## src/rtl/control_pkg.sv

```systemverilog
// control_pkg: shared opcodes, control encodings and the ID/EX control bundle
// for the pipelined RV32I control unit.
package control_pkg;

  localparam int unsigned RA_W = 5;

  // RV32I major opcodes
  localparam logic [6:0] OP_R      = 7'b0110011;
  localparam logic [6:0] OP_I      = 7'b0010011;
  localparam logic [6:0] OP_LOAD   = 7'b0000011;
  localparam logic [6:0] OP_STORE  = 7'b0100011;
  localparam logic [6:0] OP_BRANCH = 7'b1100011;
  localparam logic [6:0] OP_JAL    = 7'b1101111;
  localparam logic [6:0] OP_JALR   = 7'b1100111;
  localparam logic [6:0] OP_LUI    = 7'b0110111;
  localparam logic [6:0] OP_AUIPC  = 7'b0010111;

  // branch funct3 codes
  localparam logic [2:0] F3_BEQ  = 3'b000;
  localparam logic [2:0] F3_BNE  = 3'b001;
  localparam logic [2:0] F3_BLT  = 3'b100;
  localparam logic [2:0] F3_BGE  = 3'b101;
  localparam logic [2:0] F3_BLTU = 3'b110;
  localparam logic [2:0] F3_BGEU = 3'b111;

  typedef enum logic [3:0] {
    ALU_ADD   = 4'b0000,
    ALU_SUB   = 4'b0001,
    ALU_AND   = 4'b0010,
    ALU_OR    = 4'b0011,
    ALU_XOR   = 4'b0100,
    ALU_SLT   = 4'b0101,
    ALU_SLTU  = 4'b0110,
    ALU_SLL   = 4'b0111,
    ALU_SRL   = 4'b1000,
    ALU_SRA   = 4'b1011,
    ALU_PASSB = 4'b1111
  } alu_op_t;

  typedef enum logic [2:0] {
    IMM_I = 3'b000,
    IMM_S = 3'b001,
    IMM_B = 3'b010,
    IMM_J = 3'b011,
    IMM_U = 3'b100
  } imm_src_t;

  typedef enum logic [1:0] {
    RES_ALU   = 2'b00,
    RES_MEM   = 2'b01,
    RES_PC4   = 2'b10,
    RES_PCIMM = 2'b11
  } result_src_t;

  typedef enum logic [1:0] {
    PC_PLUS4 = 2'b00,
    PC_IMM   = 2'b01,
    PC_ALU   = 2'b10
  } pc_src_t;

  typedef struct packed {
    logic              reg_write;
    alu_op_t           alu_ctrl;
    logic              alu_src;
    logic              mem_write;
    result_src_t       result_src;
    logic [2:0]        addr_ctrl;
    logic [RA_W-1:0]   rd;
    logic              is_load;
    logic              is_branch;
    logic [2:0]        br_f3;
    logic              is_jal;
    logic              is_jalr;
  } ctrl_bundle_t;

  // Branch condition from the EX ALU flags of rs1-rs2
  function automatic logic branch_taken(input logic [2:0] f3, input logic zero,
                                        input logic lt, input logic ltu);
    logic t;
    case (f3)
      F3_BEQ:  t = zero;
      F3_BNE:  t = !zero;
      F3_BLT:  t = lt;
      F3_BGE:  t = !lt;
      F3_BLTU: t = ltu;
      F3_BGEU: t = !ltu;
      default: t = 1'b0;
    endcase
    return t;
  endfunction

endpackage

```

## src/rtl/control_decode.sv

```systemverilog
// control_decode: purely combinational RV32I decoder producing the control
// bundle, immediate format, source-register usage and an illegal flag.
module control_decode
  import control_pkg::*;
(
  input  logic [31:0]     instr,
  output ctrl_bundle_t    ctrl,
  output imm_src_t        imm_src,
  output logic [RA_W-1:0] rs1,
  output logic [RA_W-1:0] rs2,
  output logic            uses_rs1,
  output logic            uses_rs2,
  output logic            illegal
);

  logic [6:0] opcode;
  logic [2:0] funct3;
  logic [6:0] funct7;
  logic [4:0] rd;

  assign opcode = instr[6:0];
  assign rd     = instr[11:7];
  assign funct3 = instr[14:12];
  assign rs1    = instr[19:15];
  assign rs2    = instr[24:20];
  assign funct7 = instr[31:25];

  // Opcode/funct decode into the control bundle
  always_comb begin
    ctrl     = '0;
    imm_src  = IMM_I;
    uses_rs1 = 1'b0;
    uses_rs2 = 1'b0;
    illegal  = 1'b0;
    case (opcode)
      OP_R: begin
        ctrl.reg_write = 1'b1;
        ctrl.rd        = rd;
        uses_rs1       = 1'b1;
        uses_rs2       = 1'b1;
        case ({funct7, funct3})
          {7'b0000000, 3'b000}: ctrl.alu_ctrl = ALU_ADD;
          {7'b0100000, 3'b000}: ctrl.alu_ctrl = ALU_SUB;
          {7'b0000000, 3'b001}: ctrl.alu_ctrl = ALU_SLL;
          {7'b0000000, 3'b010}: ctrl.alu_ctrl = ALU_SLT;
          {7'b0000000, 3'b011}: ctrl.alu_ctrl = ALU_SLTU;
          {7'b0000000, 3'b100}: ctrl.alu_ctrl = ALU_XOR;
          {7'b0000000, 3'b101}: ctrl.alu_ctrl = ALU_SRL;
          {7'b0100000, 3'b101}: ctrl.alu_ctrl = ALU_SRA;
          {7'b0000000, 3'b110}: ctrl.alu_ctrl = ALU_OR;
          {7'b0000000, 3'b111}: ctrl.alu_ctrl = ALU_AND;
          default:              illegal       = 1'b1;
        endcase
      end
      OP_I: begin
        ctrl.reg_write = 1'b1;
        ctrl.alu_src   = 1'b1;
        ctrl.rd        = rd;
        uses_rs1       = 1'b1;
        case (funct3)
          3'b000: ctrl.alu_ctrl = ALU_ADD;
          3'b010: ctrl.alu_ctrl = ALU_SLT;
          3'b011: ctrl.alu_ctrl = ALU_SLTU;
          3'b100: ctrl.alu_ctrl = ALU_XOR;
          3'b110: ctrl.alu_ctrl = ALU_OR;
          3'b111: ctrl.alu_ctrl = ALU_AND;
          3'b001: begin
            if (funct7 == 7'b0000000) ctrl.alu_ctrl = ALU_SLL;
            else                      illegal       = 1'b1;
          end
          default: begin
            if (funct7 == 7'b0000000)      ctrl.alu_ctrl = ALU_SRL;
            else if (funct7 == 7'b0100000) ctrl.alu_ctrl = ALU_SRA;
            else                           illegal       = 1'b1;
          end
        endcase
      end
      OP_LOAD: begin
        ctrl.reg_write  = 1'b1;
        ctrl.alu_src    = 1'b1;
        ctrl.result_src = RES_MEM;
        ctrl.addr_ctrl  = funct3;
        ctrl.rd         = rd;
        ctrl.is_load    = 1'b1;
        uses_rs1        = 1'b1;
        case (funct3)
          3'b000, 3'b001, 3'b010, 3'b100, 3'b101: illegal = 1'b0;
          default:                                illegal = 1'b1;
        endcase
      end
      OP_STORE: begin
        ctrl.alu_src   = 1'b1;
        ctrl.mem_write = 1'b1;
        ctrl.addr_ctrl = funct3;
        imm_src        = IMM_S;
        uses_rs1       = 1'b1;
        uses_rs2       = 1'b1;
        case (funct3)
          3'b000, 3'b001, 3'b010: illegal = 1'b0;
          default:                illegal = 1'b1;
        endcase
      end
      OP_BRANCH: begin
        ctrl.alu_ctrl  = ALU_SUB;
        ctrl.is_branch = 1'b1;
        ctrl.br_f3     = funct3;
        imm_src        = IMM_B;
        uses_rs1       = 1'b1;
        uses_rs2       = 1'b1;
        case (funct3)
          F3_BEQ, F3_BNE, F3_BLT, F3_BGE, F3_BLTU, F3_BGEU: illegal = 1'b0;
          default:                                          illegal = 1'b1;
        endcase
      end
      OP_JAL: begin
        ctrl.reg_write  = 1'b1;
        ctrl.result_src = RES_PC4;
        ctrl.rd         = rd;
        ctrl.is_jal     = 1'b1;
        imm_src         = IMM_J;
      end
      OP_JALR: begin
        ctrl.reg_write  = 1'b1;
        ctrl.alu_src    = 1'b1;
        ctrl.result_src = RES_PC4;
        ctrl.rd         = rd;
        ctrl.is_jalr    = 1'b1;
        uses_rs1        = 1'b1;
        illegal         = (funct3 != 3'b000);
      end
      OP_LUI: begin
        ctrl.reg_write = 1'b1;
        ctrl.alu_src   = 1'b1;
        ctrl.alu_ctrl  = ALU_PASSB;
        ctrl.rd        = rd;
        imm_src        = IMM_U;
      end
      OP_AUIPC: begin
        ctrl.reg_write  = 1'b1;
        ctrl.alu_src    = 1'b1;
        ctrl.result_src = RES_PCIMM;
        ctrl.rd         = rd;
        imm_src         = IMM_U;
      end
      default: illegal = 1'b1;
    endcase
  end

endmodule

```

## src/rtl/control_pipe.sv

```systemverilog
// control_pipe: RV32I control unit between IF/ID and EX. Registers the decoded
// bundle into ID/EX, resolves branches/jumps in EX, and handles load-use stall,
// flush and valid/ready backpressure.
// Optional feature macro: CONTROL_ILLEGAL_INSTR_EN (sticky illegal_o, illegal
// instructions become bubbles). Without it illegal_o is 0 and illegal
// instructions issue as a valid NOP bundle.
module control_pipe
  import control_pkg::*;
#(
  parameter int DATA_WIDTH = 32,
  parameter int REG_ADDR_W = 5,
  parameter int ALU_CTRL_W = 4
) (
  input  logic                  clk,
  input  logic                  rst,
  input  logic [31:0]           instr_i,
  input  logic                  id_valid_i,
  output logic                  id_ready_o,
  input  logic                  ex_ready_i,
  output logic                  ex_valid_o,
  output logic [2:0]            ImmSrcD,
  output logic                  RegWriteE,
  output logic [ALU_CTRL_W-1:0] ALUControlE,
  output logic                  ALUSrcE,
  output logic                  MemWriteE,
  output logic [1:0]            ResultSrcE,
  output logic [2:0]            AddressingControlE,
  output logic [REG_ADDR_W-1:0] rdE,
  input  logic                  zero_i,
  input  logic                  lt_i,
  input  logic                  ltu_i,
  output logic [1:0]            PCSrcE,
  output logic                  flush_o,
  output logic                  illegal_o
);

  if (DATA_WIDTH != 32 || REG_ADDR_W != RA_W || ALU_CTRL_W != 4) begin : g_param_check
    $error("control_pipe: unsupported parameter set");
  end

  localparam logic [0:0] ST_RUN      = 1'b0;
  localparam logic [0:0] ST_LU_STALL = 1'b1;

  ctrl_bundle_t    dec_ctrl;
  ctrl_bundle_t    dec_clean;
  imm_src_t        dec_imm;
  logic [RA_W-1:0] dec_rs1;
  logic [RA_W-1:0] dec_rs2;
  logic            dec_uses_rs1;
  logic            dec_uses_rs2;
  logic            dec_illegal;

  ctrl_bundle_t    ex_q;
  logic            ex_valid_q;
  logic [0:0]      state_q;

  pc_src_t         pc_sel;
  logic            advance;
  logic            load_use;
  logic            accept;
  logic            drop_illegal;

  control_decode u_decode (
    .instr    (instr_i),
    .ctrl     (dec_ctrl),
    .imm_src  (dec_imm),
    .rs1      (dec_rs1),
    .rs2      (dec_rs2),
    .uses_rs1 (dec_uses_rs1),
    .uses_rs2 (dec_uses_rs2),
    .illegal  (dec_illegal)
  );

  assign ImmSrcD = dec_imm;

  // Bad-funct encodings of listed opcodes carry partial fields out of the
  // decoder; collapse every undecodable instruction to the all-zero NOP here.
  always_comb begin
    dec_clean = dec_ctrl;
    if (dec_illegal) dec_clean = '0;
  end

  // Branch/jump resolution, only for a valid bundle that EX is taking
  always_comb begin
    pc_sel = PC_PLUS4;
    if (ex_valid_q && ex_ready_i) begin
      if (ex_q.is_jalr)
        pc_sel = PC_ALU;
      else if (ex_q.is_jal ||
               (ex_q.is_branch && branch_taken(ex_q.br_f3, zero_i, lt_i, ltu_i)))
        pc_sel = PC_IMM;
    end
  end

  assign PCSrcE  = pc_sel;
  assign flush_o = (pc_sel != PC_PLUS4);

  // Hazard detection and ID handshake
  always_comb begin
    advance  = ex_ready_i || !ex_valid_q;
    load_use = (state_q == ST_RUN) && id_valid_i && ex_valid_q && ex_q.is_load &&
               (ex_q.rd != '0) &&
               ((dec_uses_rs1 && (dec_rs1 == ex_q.rd)) ||
                (dec_uses_rs2 && (dec_rs2 == ex_q.rd)));
    accept   = advance && !flush_o && !load_use && id_valid_i;
    id_ready_o = advance && (flush_o || !load_use);
  end

`ifdef CONTROL_ILLEGAL_INSTR_EN
  logic illegal_q;

  assign drop_illegal = dec_illegal;
  assign illegal_o    = illegal_q;

  // Sticky illegal flag, set when an undecodable instruction is accepted
  always_ff @(posedge clk) begin
    if (rst)                        illegal_q <= 1'b0;
    else if (accept && dec_illegal) illegal_q <= 1'b1;
  end
`else
  assign drop_illegal = 1'b0;
  assign illegal_o    = 1'b0;
`endif

  // ID/EX register: flush > hold > stall/bubble > issue
  always_ff @(posedge clk) begin
    if (rst) begin
      ex_q       <= '0;
      ex_valid_q <= 1'b0;
    end else if (flush_o) begin
      ex_q       <= '0;
      ex_valid_q <= 1'b0;
    end else if (advance) begin
      if (accept && !drop_illegal) begin
        ex_q       <= dec_clean;
        ex_valid_q <= 1'b1;
      end else begin
        ex_q       <= '0;
        ex_valid_q <= 1'b0;
      end
    end
  end

  // Load-use FSM: one stall cycle, then back to RUN unconditionally
  always_ff @(posedge clk) begin
    if (rst) begin
      state_q <= ST_RUN;
    end else begin
      case (state_q)
        ST_RUN:  if (advance && !flush_o && load_use) state_q <= ST_LU_STALL;
        default: state_q <= ST_RUN;
      endcase
    end
  end

  assign ex_valid_o         = ex_valid_q;
  assign RegWriteE          = ex_q.reg_write;
  assign ALUControlE        = ex_q.alu_ctrl;
  assign ALUSrcE            = ex_q.alu_src;
  assign MemWriteE          = ex_q.mem_write;
  assign ResultSrcE         = ex_q.result_src;
  assign AddressingControlE = ex_q.addr_ctrl;
  assign rdE                = ex_q.rd;

endmodule

```

## config.mk

```make
export PLATFORM = sky130hd
export DESIGN_NAME = control_pipe
export DESIGN_NICKNAME = d
export VERILOG_FILES = /design/src/rtl/control_pkg.sv /design/src/rtl/control_decode.sv /design/src/rtl/control_pipe.sv
export SDC_FILE = /design/constraint.sdc
export NUM_CORES = 1
export LEC_CHECK = 0
export ABC_AREA = 1
export CAP_MARGIN = 20
export CORE_MARGIN = 8
export CORE_UTILIZATION = 40
export CTS_BUF_LIST = sky130_fd_sc_hd__clkbuf_16
export DETAILED_ROUTE_END_ITERATION = 10
export PLACE_DENSITY_LB_ADDON = 0.25
export SETUP_SLACK_MARGIN = 0.05
export SYNTH_ARGS = -nofsm -noshare
export SYNTH_HDL_FRONTEND = slang
export SYNTH_SLANG_ARGS = --single-unit
```

## constraint.sdc

```tcl
create_clock -name clk -period 2.94 [get_ports clk]
set_input_delay 0.735 -clock clk [delete_from_list [all_inputs] [get_ports clk]]
set_output_delay 0.735 -clock clk [all_outputs]
set_load 0.02 [all_outputs]
```

==> flow_metrics.env <==
export IMPL_cts_root_buffer="clkbuf_16"
export IMPL_pwr_share_clk_pct=34.4
export IMPL_leakage_uw=0.00145
export IMPL_combPwrFrac_pct=23.5
export IMPL_max_cap_viol_count=0
export IMPL_synth_compound_area_share_pct=10.8
export IMPL_switching_share_pct=25.6
export IMPL_layout_worst_path_cycle_share_pct=95.5
export IMPL_htreeDepth=1
export IMPL_die_h_um=91.7
export IMPL_routed_wl_um=6450
export IMPL_critPathTopFamily="buffers and inverters"
export IMPL_fin_skew_ns=0.00251
export IMPL_path_cells="clkdlybuf4s50_1 > xor2_1 > a21oi_4 > nand3_2 > o21a_1 > nor2_2 > a31oi_1 > buf_4"
export IMPL_viasPerCell=4.72
export IMPL_synth_ff_type="dfxtp_1"
export IMPL_synth_mux_area_fraction_pct=0
export IMPL_antenna_found_initial=0
export IMPL_required_ns=2.20
export IMPL_rsz0062_at_grt="yes"
export IMPL_slew_violations=0
export IMPL_die_w_um=91.7
export IMPL_diodes=0
export IMPL_worst_hold_path_type="reg2reg"
export IMPL_netlist_instances=380
export IMPL_status="completed"
export IMPL_clock_sinks=26
export IMPL_seq_power_share_pct=42.1
export IMPL_slowest_stage="clkdlybuf4s50_1"
export IMPL_fillCellCount=534
export IMPL_cts_clk_slew_worst_paths_ns=0.06
export IMPL_globalplace_congestion=0.950
export IMPL_dp_cells=525
export IMPL_io_pins=65
export IMPL_cts_tree="yes"
export IMPL_syn_nets=419
export IMPL_synth_xor_area_share_pct=2.29
export IMPL_wire_per_inst_um=12.2
export IMPL_start_util_pct=41.6
export IMPL_critPathArrivalTime_ns=2.07
export IMPL_cp_end_kind="output port"
export IMPL_path_buf_inv=2
export IMPL_synth_top_family_by_area="simple AND/OR/NAND/NOR gates"
export IMPL_clock_latency_ns=0.25
export IMPL_async_flop_share_pct=0
export IMPL_slowest_delay_ns=0.47
export IMPL_overflow=0
export IMPL_yosysSeqAreaShare_pct=22.7
export IMPL_hold_violations=0
export IMPL_drc=0
export IMPL_startpoint_type="primary input"
export IMPL_ant_nets=0
export IMPL_firstDrtPassIters=4
export IMPL_drt_iter0_markers=64
export IMPL_p_sw_uw=216
export IMPL_synth_edf_count=0
export IMPL_post_place_ws_ns=-0.591
export IMPL_peakVddDrop_uv=195
export IMPL_grt_usage_pct=14.7
export IMPL_placed_cell_area_mm2=0.00310
export IMPL_yosys_area_share_simple_pct=48.1
export IMPL_p_int_uw=627
export IMPL_drive_above_1_share_pct=23.7
export IMPL_grt_pass1_vias=2425
export IMPL_power_uw=843
export IMPL_final_cells=531
export IMPL_cts_made_buffers=3
export IMPL_die_area_mm2=0.00841
export IMPL_worstSetupPathType="in2out"
export IMPL_powerDensity_mw_per_mm2=255
export IMPL_final_nets=500
export IMPL_ys_seq_elements=26
export IMPL_netlist_area_mm2=0.00229
export IMPL_grt_pass1_wl_um=10500
export IMPL_synth_distinct_cells=34
export IMPL_cts_buffer_depth=2
export IMPL_dpl_hpwl_um=5120
export IMPL_portBuffers=63
export IMPL_grt_max_degree=26
export IMPL_avgSynthCellArea_um2=6.03
export IMPL_yosys_warnings=0
export IMPL_postLayoutSetupSlackWorst_ns=0.131
export IMPL_fin_area_mm2=0.00331
export IMPL_worstPathMaxFanout=2
export IMPL_area_growth_pct=44.3
export IMPL_vias=2506
export IMPL_setup_violations=0
export IMPL_fmax_ghz=0.356
export IMPL_period_minus_slack_ns=2.81
export IMPL_core_mm2=0.00551
export IMPL_rows=27
export IMPL_synth_fa_ha_area_share_pct=0
==> layout make-up <==
class / instances / area [µm²] / area share [%]
tap: 72 / 90.1 / 2.73
multi-input combinational: 285 / 1500 / 45.3
sequential: 26 / 520 / 15.7
clock buffer: 3 / 75.1 / 2.27
timing repair buffer: 102 / 962 / 29.1
inverter: 43 / 161 / 4.88
==> layout by cell type (no fill, tap or decap), drive strengths merged <==
| cell type | Yosys | routed |
|---|---|---|
| nand2 | 128 | 128 |
| clkbuf | 2 | 3 |
| o221ai | 1 | 1 |
| or2 | 4 | 4 |
| nand4 | 3 | 3 |
| o21ai | 2 | 2 |
| buf | 24 | 42 |
| dfxtp | 26 | 26 |
| o211ai | 4 | 4 |
| a21oi | 34 | 34 |
| inv | 42 | 42 |
| dlygate4sd2 | 0 | 3 |
| dlymetal6s2s | 0 | 12 |
| conb | 1 | 1 |
| xor2 | 5 | 5 |
| xnor2 | 1 | 1 |
| clkdlybuf4s15 | 0 | 1 |
| nor2 | 68 | 68 |
| nor3 | 6 | 6 |
| clkinv | 1 | 1 |
| o21a | 1 | 1 |
| nand3 | 26 | 26 |
| clkdlybuf4s50 | 0 | 44 |
| a31oi | 1 | 1 |
==> sequential cells by signal (all words and copies together) (netlist names), 2 cells and up <==
name                flops
ex_q                    7
rdE                     5
ALUControlE             4
AddressingControlE      3
ResultSrcE              2
==> per-stage QoR <==
| stage | setup TNS, ns | hold WS, ns | util [%] |
|---|---|---|---|
| 3_3_place_gp | -1.60 | 0.452 | 56.4 |
| 3_5_place_dp | -1.69 | 0.456 | 56.4 |
| 5_1_grt | 0 | 0.487 | 60.0 |
| 6_report | 0 | 0.463 | 60.0 |
| 4_1_cts | -0.122 | 0.466 | 57.8 |
| 2_1_floorplan | 0 | 0.443 | - |
==> Yosys cell counts (3+ instances only) <==
cell type,count,area [µm²]
a21oi_1,30,150
a21oi_2,4,35.0
buf_4,18,135
buf_6,5,56.3
dfxtp_1,26,521
inv_1,38,143
inv_2,4,15.0
nand2_1,117,439
nand2_2,10,62.6
nand3_1,23,115
nand3_2,3,30.0
nor2_1,47,176
nor2_2,15,93.8
nor2_4,6,67.6
nor3_1,4,20.0
o211ai_1,4,30.0
xor2_1,5,43.8
==> power by group through the flow <==
stage	Combinational, µW	Clock [µW]	Sequential [µW]
after global routing	215	316	354
after global placement	187	0	362
after detailed placement	187	0	363
after floorplan	95.8	0	363
after CTS	188	297	355
final	198	290	355
==> cell families after synthesis <==
group | count (synthesis)
AOI/OAI and AO/OA | 43
xor gates and xnor gates | 6
and+or+nand+nor | 235
other | 1
buffers and inverters | 69
DFF | 26
==> layer usage <==
layer	GRT usage [%]	wire length, µm	vias up
met5	0	0	-
met4	3.14	0	0
met3	3.02	350	0
met2	26.6	3230	60
met1	17.2	2870	1115
li1	-	-	1331
==> tightest hold or removal path: cells and delay by family, from the launching register on <==
kind / cells / cell delay, ns
compound gates: 1 / 0.05
flops: 1 / 0.31
simple gates: 1 / 0.06
==> worst paths after layout <==
path / slack [ns] / from / end / cells after the start
worst max-delay path: 0.13 / instr_i[20] / id_ready_o / 8
worst min-delay path: 0.46 / MemWriteE / MemWriteE / 2
worst max register to register: 1.21 / rdE[4] / ResultSrcE[0] / 13
worst min register to register: 0.46 / MemWriteE / MemWriteE / 2
==> timing repair <==
action | CTS | global route
hold buffers | 0 | 0
pin swaps | 1 | 16
endpoints found under the setup margin | 6 | 7
resized for setup | 21 | 35
setup buffers | 0 | 3
(Power assumes the default switching activity.)
